`config.mk`:
```
export PLATFORM = sky130hd
export DESIGN_NAME = decoder_onehot_pipe
export DESIGN_NICKNAME = d
export VERILOG_FILES = /design/src/rtl/decoder_onehot_pipe.sv
export SDC_FILE = /design/constraint.sdc
export NUM_CORES = 1
export LEC_CHECK = 0
export CORE_AREA = 2 2 39 41
export DETAILED_ROUTE_END_ITERATION = 8
export DIE_AREA = 0 0 41 43
export PLACE_DENSITY = 0.56
export SYNTH_ARGS = -nofsm -noshare
export SYNTH_HDL_FRONTEND = slang
export SYNTH_SLANG_ARGS = --single-unit
```
`constraint.sdc`:
```
create_clock -name clk -period 1.2 [get_ports clk]
set_input_delay 0.24 -clock clk [delete_from_list [all_inputs] [get_ports clk]]
set_output_delay 0.24 -clock clk [all_outputs]
set_load 0.02 [all_outputs]
```
`src/rtl/decoder_onehot_pipe.sv`:
```
// -----------------------------------------------------------------------------
// decoder_onehot_pipe
//
// Registered binary-to-one-hot decoder with a valid/ready output stage.
// A select code accepted on the input handshake is decoded and stored in a
// single output register, which is offered downstream until it is taken.
// Illegal codes (in_sel >= N_OUT) decode to all ones and raise out_err.
// Each accepted illegal code also bumps a saturating error counter.
//
// Parameters:
//   N_OUT     number of one-hot outputs (2 .. 2**SEL_W)
//   SEL_W     select width in bits
//   CNT_W     error counter width in bits
//   IDLE_HOLD 0: out_onehot/out_err are cleared when the word is taken
//             1: out_onehot/out_err keep the last word while out_valid=0
//
// Ports:
//   clk        rising-edge clock
//   reset      asynchronous, active-high reset
//   in_valid   in_sel is valid this cycle
//   in_ready   block accepts in_sel this cycle (combinational)
//   in_sel     binary select code
//   out_valid  out_onehot / out_err hold a valid word
//   out_ready  downstream accepts the word this cycle
//   out_onehot decoded word
//   out_err    held word came from an illegal code
//   err_cnt    saturating count of accepted illegal codes
//   err_clr    synchronous clear of err_cnt (wins over an increment)
// -----------------------------------------------------------------------------
module decoder_onehot_pipe #(
  parameter int N_OUT     = 4,
  parameter int SEL_W     = 2,
  parameter int CNT_W     = 8,
  parameter int IDLE_HOLD = 0
) (
  input  logic             clk,
  input  logic             reset,
  input  logic             in_valid,
  output logic             in_ready,
  input  logic [SEL_W-1:0] in_sel,
  output logic             out_valid,
  input  logic             out_ready,
  output logic [N_OUT-1:0] out_onehot,
  output logic             out_err,
  output logic [CNT_W-1:0] err_cnt,
  input  logic             err_clr
);

  // Select widened by one bit so N_OUT itself (up to 2**SEL_W) is representable.
  typedef logic [SEL_W:0] sel_ext_t;
  localparam sel_ext_t N_OUT_EXT = sel_ext_t'(N_OUT);

  typedef enum logic {
    EMPTY = 1'b0,
    FULL  = 1'b1
  } state_t;

  state_t           state;
  state_t           state_next;
  logic             xfer_in;
  logic             xfer_out;
  logic [N_OUT-1:0] dec_word;
  logic             dec_illegal;

  assign xfer_in  = in_valid && in_ready;
  assign xfer_out = out_valid && out_ready;

  // ---------------------------------------------------------------------------
  // Occupancy state: the output register is either EMPTY or FULL.
  // ---------------------------------------------------------------------------
  always_ff @(posedge clk or posedge reset) begin
    // NOTE: sequential state uses non-blocking assignments so every flop samples
    // pre-edge values regardless of the order the blocks are evaluated in.
    if (reset) begin
      state <= EMPTY;
    end else begin
      state <= state_next;
    end
  end

  always_comb begin
    // NOTE: a default assignment up front keeps this block free of latches
    // for any path that does not assign state_next explicitly.
    state_next = state;
    case (state)
      EMPTY: if (xfer_in)              state_next = FULL;
      FULL:  if (xfer_out && !xfer_in) state_next = EMPTY;
      default:                         state_next = EMPTY;
    endcase
  end

  // out_valid is a direct decode of the state flop, so it stays registered;
  // in_ready is the only combinational output.
  always_comb begin
    out_valid = (state == FULL);
    in_ready  = (state == EMPTY) || out_ready;
  end

  // ---------------------------------------------------------------------------
  // Decoder. When N_OUT == 2**SEL_W the range check is always true, so the
  // illegal branch disappears and out_err stays 0.
  // ---------------------------------------------------------------------------
  always_comb begin
    dec_word    = '0;
    dec_illegal = 1'b0;
    if ({1'b0, in_sel} < N_OUT_EXT) begin
      for (int i = 0; i < N_OUT; i++) begin
        if ({1'b0, in_sel} == sel_ext_t'(i)) begin
          dec_word[i] = 1'b1;
        end
      end
    end else begin
      dec_word    = '1;
      dec_illegal = 1'b1;
    end
  end

  // ---------------------------------------------------------------------------
  // Output data register. A new word wins over a take in the same cycle, which
  // gives back-to-back throughput without a bubble.
  // ---------------------------------------------------------------------------
  always_ff @(posedge clk or posedge reset) begin
    if (reset) begin
      out_onehot <= '0;
      out_err    <= 1'b0;
    end else if (xfer_in) begin
      out_onehot <= dec_word;
      out_err    <= dec_illegal;
    end else if (xfer_out && (IDLE_HOLD == 0)) begin
      out_onehot <= '0;
      out_err    <= 1'b0;
    end
  end

  // ---------------------------------------------------------------------------
  // Saturating error counter; a clear in the same cycle drops the increment.
  // ---------------------------------------------------------------------------
  always_ff @(posedge clk or posedge reset) begin
    if (reset) begin
      err_cnt <= '0;
    end else if (err_clr) begin
      err_cnt <= '0;
    end else if (xfer_in && dec_illegal && (err_cnt != '1)) begin
      err_cnt <= err_cnt + 1'b1;
    end
  end

endmodule

```
# After elaboration in Yosys (flattened, before gate mapping)
# Cells that the tools add are included.
# totals
regBits,6
input_bits,7
output_inout_bits,15
elab_cells,25
# classes
n_eq_ne,3
n_mux,11
bitwise,1
n_reduce_logical,7
# ops
operator,n
$mux 1,8
$mux 4,2
$eq 2x2->1 const B,2
$logic_and 1x1->1,3
$eq 2x1->1 const B,1
$logic_not 2->1,1
$pmux 1 s2,1
$reduce_bool 2->1,1
$logic_not 1->1,1
$logic_or 1x1->1,1
$not 1->1,1

# Depth between registers and ports, before layout
# Gate-level depths: netlist of the first run.
# depth
word_depth,7
depth_mapped,3
ltp_nobuf,3

# Worst setup path before layout of the first run
# OpenSTA, ideal clock, no wires.
# synth_timing
kind,register to register
start,register state (netlist: out_valid)
end,register out_onehot[0]
t_arrival_ns,0.994
t_required_ns,1.078
setup_slack_ns,0.084
stages_incl_launch_ff,4
cell_sequence,dfrtp_1 and2b_4 inv_2 a32o_1
# synth_between
elab_chain_len,4
# synth_lines
element,line,rtl
from (decl),58,state_t state;
from (signal assigned),77,state <= state_next;
$not 1->1 (*),--,
$logic_or 1x1->1 (*),96,in_ready = (state == EMPTY) || out_ready;
net in_ready,39,"output logic in_ready,"
$logic_and 1x1->1 (*),65,assign xfer_in = in_valid && in_ready;
$mux 4 / $reduce_bool 2->1 (equally long branches),--,
to (signal assigned),127,out_onehot <= dec_word;
to (decl),43,"output logic [N_OUT-1:0] out_onehot,"
# Mark *: on every way through the listed nets, which the timed path passes. The rest lies on a longest branch.
# A chain may end at the register's enable or synchronous reset.

# Worst setup path in the final report of the first run
# layout_timing
start,register state (netlist: out_valid)
end,output in_ready
# layout_between
elab_chain_len,2
# layout_lines
element,line
$not 1->1,--
$logic_or 1x1->1,96
to (decl),39
# Every way passes these cells.

==> reports/qor.csv, run 1 <==
stage,metric,value,unit
global_routing,use_met1,8.20,%
critical_path,worstPathRequired,0.96,ns
route,drtAntennaViolNets,0,
yosys,synthTopCellsByCount,"buf_4, dfrtp_1, inv_1, a32o_1, o32ai_1",
critical_path,startpoint_type,flop,
yosys,synth_top_area_share,41.7,%
pwr,comb_power_share,27.4,%
yosys,synth_most_common_cell,buf_4,
layout,multiInputGateArea,119,µm²
hold_path,hp-class,input port to asynchronous set/reset pin,
clocking,clock_latency,0.24,ns
clocking,cts_buffer_depth,2,
critical_path,path_class,flop to primary output,
timing,worst_slack,0.0132,ns
route,drt_first_pass_iters,3,
pwr,power_switching,0.000146,W
placed_design,placed_cell_area,430,µm²
clocking,cts_buffers,3,
clocking,tritoncts,done,
timing,period_needed,1.19,ns
yosys,yosys_warnings,0,
layout,area_growth,51.3,%
global_routing,gr-usage-met3,1.57,%
pwr,p_sw_share,28.3,%
route,drt-initial-drc-count,1,
critical_path,crit_arrival,0.95,ns
clocking,htreeDepth,1,
floorplanning,design.die.area,1760,µm²
layout,fin_nets,58,
layout,fillCellCount,155,
pwr,peakVddDrop,0.446,mV
timing,finalMaxSlewViolations,0,
pwr,leakagePower,0.243,nW
run,cap_viol_max_count,0,
yosys,synthFlopType,dfrtp_1,
global_routing,grtUsageMet2,10.0,%
clocking,clockRootBuffer,clkbuf_4,
pwr,share_seq_of_total_power,36.5,%
layout,stdcell_count,66,
placed_design,dp.cells,61,
pwr,finalPower,0.000517,W
layout,insertedDiodeCount,0,
global_routing,grt_pass1_vias,209,
layout,design_area,454,µm²
placed_design,dpl_worst_slack,-0.584,ns
placed_design,place_congestion,0.631,
global_routing,grt.busiest_layer,met2,
pwr,p_int,0.000370,W
layout,drive_gt1_share,28.0,%
global_routing,antenna_found_initial,0,
yosys,netlist_area,300,µm²
floorplanning,start_util,21.7,%
yosys,ys_types,13,
layout,seq_area,125,µm²
clocking,clock-sinks,5,
yosys,async_flop_share,100,%
floorplanning,rows,14,
timing,finClkSkew,0.00358,ns
yosys,syn_inst,30,
global_routing,overflow,0,
pwr,power-per-cell-area,1140,nW/µm²
global_routing,grt_max_degree,6,
global_routing,grt_usage,7.27,%
run_status,status,completed,
yosys,yosysSeqAreaShare,41.7,%
floorplanning,die_x,41,µm
timing,fin_crit_sh,98.9,%
timing,hold_viol,0,
floorplanning,num_io_pins,22,
yosys,yosys.area.top_type,dfrtp_1,
route,wirelength,552,µm
route,drt-vias-per-instance,3.53,
yosys,yosys-top-cells-area,"dfrtp_1, buf_4, a32o_1",
floorplanning,fp.coreArea,1380,µm²
yosys,synth-edff-count,0,
critical_path,cp_max_fo,2,
critical_path,worst_setup_path_end_kind,primary output,
route,vias,233,
route,drc,0,
timing,fin_hold_ws,0.195,ns
yosys,synth-seq-cells,5,
pwr,pwr-share-clk,36.1,%
placed_design,io_buffer_count,11,
route,routedWlPerCell,8.36,µm
timing,rsz0062_at_grt,true,
timing,timing.fmax,0.843,GHz
clocking,clk_pin_slew,0.04,ns
global_routing,grt_pass1_wl,807,µm
floorplanning,die_h,43,µm
timing,setup_viol,0,
yosys,syn_avg_cell_area,10.0,µm²
[registers in the layout, summed over array words and instances (netlist names)]
register,flops
out_onehot,4
out_valid,1
[cells in the final DEF (no fill, tap or decap), drive strengths merged]
cell           count
a32o               2
clkbuf             4
nand2b             1
dlygate4sd2        5
dfrtp              5
buf                8
nand2              1
clkdlybuf4s50      4
and2b              1
mux2i              1
mux2               1
o32ai              2
nor2b              1
inv                5
conb               9
[critical path, stage by stage (launching register included)]
cell     delay [ns]
dfrtp_1        0.37
and2b_4        0.17
inv_2          0.05
buf_6          0.11
[metrics by stage]
step                      TNS [ns]  utilization [%]
final                            0             32.8
after floorplan                  0                -
after CTS                 -0.00390             32.3
after detailed placement     -1.63             31.1
after global routing       -0.0256             32.8
after global placement       -1.59             31.1
[path summary, 6_finish.rpt]
check / start / endpoint / slack (ns) / depth (start not counted)
worst max-delay path: out_valid / in_ready / 0.01 / 3
worst min-delay path: reset / out_valid / 0.20 / 2
worst max register to register: out_valid / out_onehot[0] / 0.06 / 5
worst min register to register: out_onehot[1] / out_onehot[1] / 0.49 / 1
max in group asynchronous: reset / out_onehot[3] / 0.84 / 2
min in group clk: out_onehot[1] / out_onehot[1] / 0.49 / 1
[kinds of logic after synthesis]
| group | after synthesis | synth area share (%) |
|---|---|---|
| AOI/OAI and AO/OA | 4 | 12.5 |
| buffers and inverters | 14 | 28.7 |
| DFF | 5 | 41.7 |
| muxes | 2 | 7.08 |
| other | 1 | 1.25 |
| and+or+nand+nor | 4 | 8.75 |
[repair_timing]
item                                    in CTS  in global routing
hold buffers                                 0                  0
endpoints found under the setup margin       6                  1
gates resized for setup                     15                  0
cloned                                       0                  0
setup buffers                                0                  1
[cell type report]
class / instances / share of cell area (%)
timing repair buffer: 17 / 32.0
tap: 16 / 4.41
clock buffer: 4 / 5.79
sequential: 5 / 27.5
multi-input combinational: 19 / 26.2
inverter: 5 / 4.13
[layer usage]
metal	share of wire, %	up-vias
met1	42	98
met2	46	13
met5	0	-
met3	12	0
met4	0	0
li1	-	122
[power by group through the flow]
stage	clock network [W]	registers (W)	logic (W)
global placement	0	0.000192	0.000149
floorplan	0	0.000209	0.0000825
global route	0.000203	0.000190	0.000156
CTS	0.000199	0.000189	0.000140
detailed placement	0	0.000192	0.000150
finish	0.000187	0.000189	0.000142
No activity file was read; power rests on OpenSTA's default activity.
==> run 2, diff against run 1 <==
--- a/config.mk
+++ b/config.mk
@@ -5,10 +5,11 @@
 export SDC_FILE = /design/constraint.sdc
 export NUM_CORES = 1
 export LEC_CHECK = 0
+export ABC_AREA = 1
 export CORE_AREA = 2 2 39 41
 export DETAILED_ROUTE_END_ITERATION = 8
 export DIE_AREA = 0 0 41 43
-export PLACE_DENSITY = 0.56
+export PLACE_DENSITY = 0.57
 export SYNTH_ARGS = -nofsm -noshare
 export SYNTH_HDL_FRONTEND = slang
 export SYNTH_SLANG_ARGS = --single-unit
==> run 2 against run 1 <==
Net effect: hold slack improved by 0.0058 ns; highest routed layer is now met4; count of clock-buffer cells in the layout unchanged; critical path type unchanged; first-iteration DRC count increased to 5.0 times the previous value; final area is 4.7% lower.
==> reports/qor.csv, run 2 <==
stage,metric,value,unit,change
layout,area_growth,38.4,%,
layout,stdcell_count,73,,+11%
floorplanning,num_io_pins,22,,unchanged
route,drt-vias-per-instance,3.77,,+6.7%
clocking,clockRootBuffer,clkbuf_4,,
clocking,cts_buffer_depth,2,,unchanged
yosys,yosys-top-cells-area,"dfrtp_1, buf_4, nand3_1",,
yosys,synth-seq-cells,5,,unchanged
layout,insertedDiodeCount,0,,unchanged
yosys,yosys.area.top_type,dfrtp_1,,
yosys,synth-edff-count,0,,unchanged
placed_design,io_buffer_count,11,,unchanged
clocking,postCtsSetupRepairBufs,0,,unchanged
layout,largest_register_ffs,4,,unchanged
yosys,synthTopCellsByCount,"buf_4, nand3_1, inv_1, nand2_1, dfrtp_1",,
yosys,netlist_area,313,µm²,+4.2%
route,drt_first_pass_iters,4,,+1
route,wirelength,602,µm,+9.1%
critical_path,path_class,flop to primary output,,
global_routing,grt_pass1_vias,255,,+22%
yosys,syn_avg_cell_area,7.45,µm²,-26%
timing,setup_viol,0,,unchanged
critical_path,path_cells,dlygate4sd2_1,,
yosys,synth_top_area_share,40.0,%,-1.7 points
critical_path,cp_slowest_cell,dfrtp_1,,
timing,rsz0062_at_grt,false,,
timing,hold_viol,0,,unchanged
critical_path,crit_family,flip-flops,,
placed_design,dp.cells,69,,+13%
floorplanning,die_h,43,µm,unchanged
critical_path,r2r-start,out_valid,,
yosys,yosys_warnings,0,,unchanged
global_routing,antenna_found_initial,0,,unchanged
floorplanning,start_util,22.6,%,+0.90 points
pwr,leakagePower,0.257,nW,+5.8%
layout,fin_nets,65,,+12%
global_routing,grt_max_degree,7,,+1
placed_design,place_congestion,0.685,,+8.5%
yosys,syn_inst,42,,+40%
timing,timing.fmax,0.854,GHz,+1.4%
clocking,clk_pin_slew,0.05,ns,about the same
hold_path,hp-class,input port to asynchronous set/reset pin,,
clocking,tritoncts,done,,
layout,fillCellCount,155,,unchanged
critical_path,startpoint_type,flop,,
clocking,clock-sinks,5,,unchanged
floorplanning,design.die.area,1760,µm²,unchanged
global_routing,grt_usage,8.97,%,+1.7 points
critical_path,r2r_cells,5,,unchanged
route,drt-initial-drc-count,5,,+4
route,routedWlPerCell,8.25,µm,-1.4%
pwr,power-per-cell-area,1210,nW/µm²,+6.5%
critical_path,critPathBufInv,1,,-1
run,cap_viol_max_count,0,,unchanged
critical_path,slowest_delay,0.37,ns,about the same
yosys,ys_types,8,,-5
pwr,peakVddDrop,0.343,mV,-23%
floorplanning,fp.coreArea,1380,µm²,unchanged
critical_path,cp_max_fo,2,,unchanged
layout,drive_gt1_share,14.0,%,-14 points
yosys,yosysSeqAreaShare,40.0,%,-1.7 points
critical_path,worstPathRequired,0.96,ns,about the same
clocking,clock_latency,0.24,ns,about the same
clocking,cts_buffers,3,,unchanged
timing,tns,0,ns,unchanged
timing,finalMaxSlewViolations,0,,unchanged
timing,fin_crit_sh,97.5,%,-1.4 points
critical_path,rr_endpoint,out_onehot[2],,
global_routing,grt_pass1_wl,1000,µm,+24%
critical_path,crit_arrival,0.93,ns,-0.02 ns
yosys,synth_most_common_cell,buf_4,,
critical_path,worst_setup_path_end_kind,primary output,,
layout,layout_common_cells,"conb_1, nand3_1, inv_1, nand2_1, dfrtp_1",,
timing,finClkSkew,0.000624,ns,-0.00295 ns
timing,period_needed,1.17,ns,-0.0164 ns
layout,final_common_cell,conb_1,,
run_status,status,completed,,
yosys,synthFlopType,dfrtp_1,,
route,drtAntennaViolNets,0,,unchanged
route,vias,275,,+18%
layout,largest_register,out_onehot,,
route,drc,0,,unchanged
clocking,htreeDepth,1,,unchanged
yosys,async_flop_share,100,%,unchanged
floorplanning,rows,14,,unchanged
critical_path,reg2reg_slack,0.30,ns,+0.24 ns
global_routing,overflow,0,,unchanged
floorplanning,die_x,41,µm,unchanged
## run 2: final cells by class
cell class	instances	area, µm²	share of cell area [%]
tap	16	20.0	4.62
sequential	5	125	28.9
timing repair buffer	12	111	25.7
clock buffer	4	26.3	6.07
multi-input combinational	29	124	28.6
inverter	7	26.3	6.07
## run 2: routing by layer
layer / vias up / routed length [µm] / track usage, % / share of wire, %
li1: 141 / - / - / -
met1: 117 / 279 / 11.1 / 46
met2: 15 / 263 / 10.6 / 44
met3: 2 / 38 / 1.57 / 6.3
met4: 0 / 21 / 12.0 / 3.5
met5: - / 0 / 0 / 0
## run 2: timing repair
item	CTS	global route
hold buffers	0	0
gates cloned	0	0
resized for setup	15	3
endpoints found under the setup margin	6	3
## run 2: worst max path at each step
| stage | end | cells after the start | start | slack, ns |
|---|---|---|---|---|
| after CTS | out_onehot[0] | 1 | out_onehot[0] | 0.01 |
| after global routing | out_onehot[1] | 1 | out_onehot[1] | 0.01 |
| final | out_onehot[1] | 1 | out_onehot[1] | 0.03 |
| after detailed placement | in_ready | 4 | out_ready | -0.53 |
| after global placement | in_ready | 4 | out_ready | -0.52 |
| after floorplan | out_onehot[1] | 3 | out_valid | 0.27 |
## run 2: cells by family (layout without fill, tap and decap cells)
family	Yosys count	in the layout	synth area share, %
AND/OR/NAND/NOR	20	20	28.8
flip-flops	5	5	40.0
other	1	9	1.20
buffers and inverters	16	23	30.0
## run 2: where the power goes
group / switching (W) / internal [W]
registers: 0.00000798 / 0.000184
logic: 0.0000839 / 0.0000471
clock network: 0.0000758 / 0.000126
## run 2: metrics by stage
step | setup WS [ns] | hold WS [ns] | util, % | instance area [µm²] | total power, W
global placement | -0.524 | 0.463 | 29.8 | 413 | 0.000334
global route | 0.0111 | 0.232 | 31.3 | 433 | 0.000556
finish | 0.0295 | 0.201 | 31.3 | 433 | 0.000525
detailed placement | -0.525 | 0.468 | 29.8 | 413 | 0.000336
floorplan | 0.271 | 0.0185 | - | 343 | 0.000293
CTS | 0.0126 | 0.210 | 31.0 | 429 | 0.000531
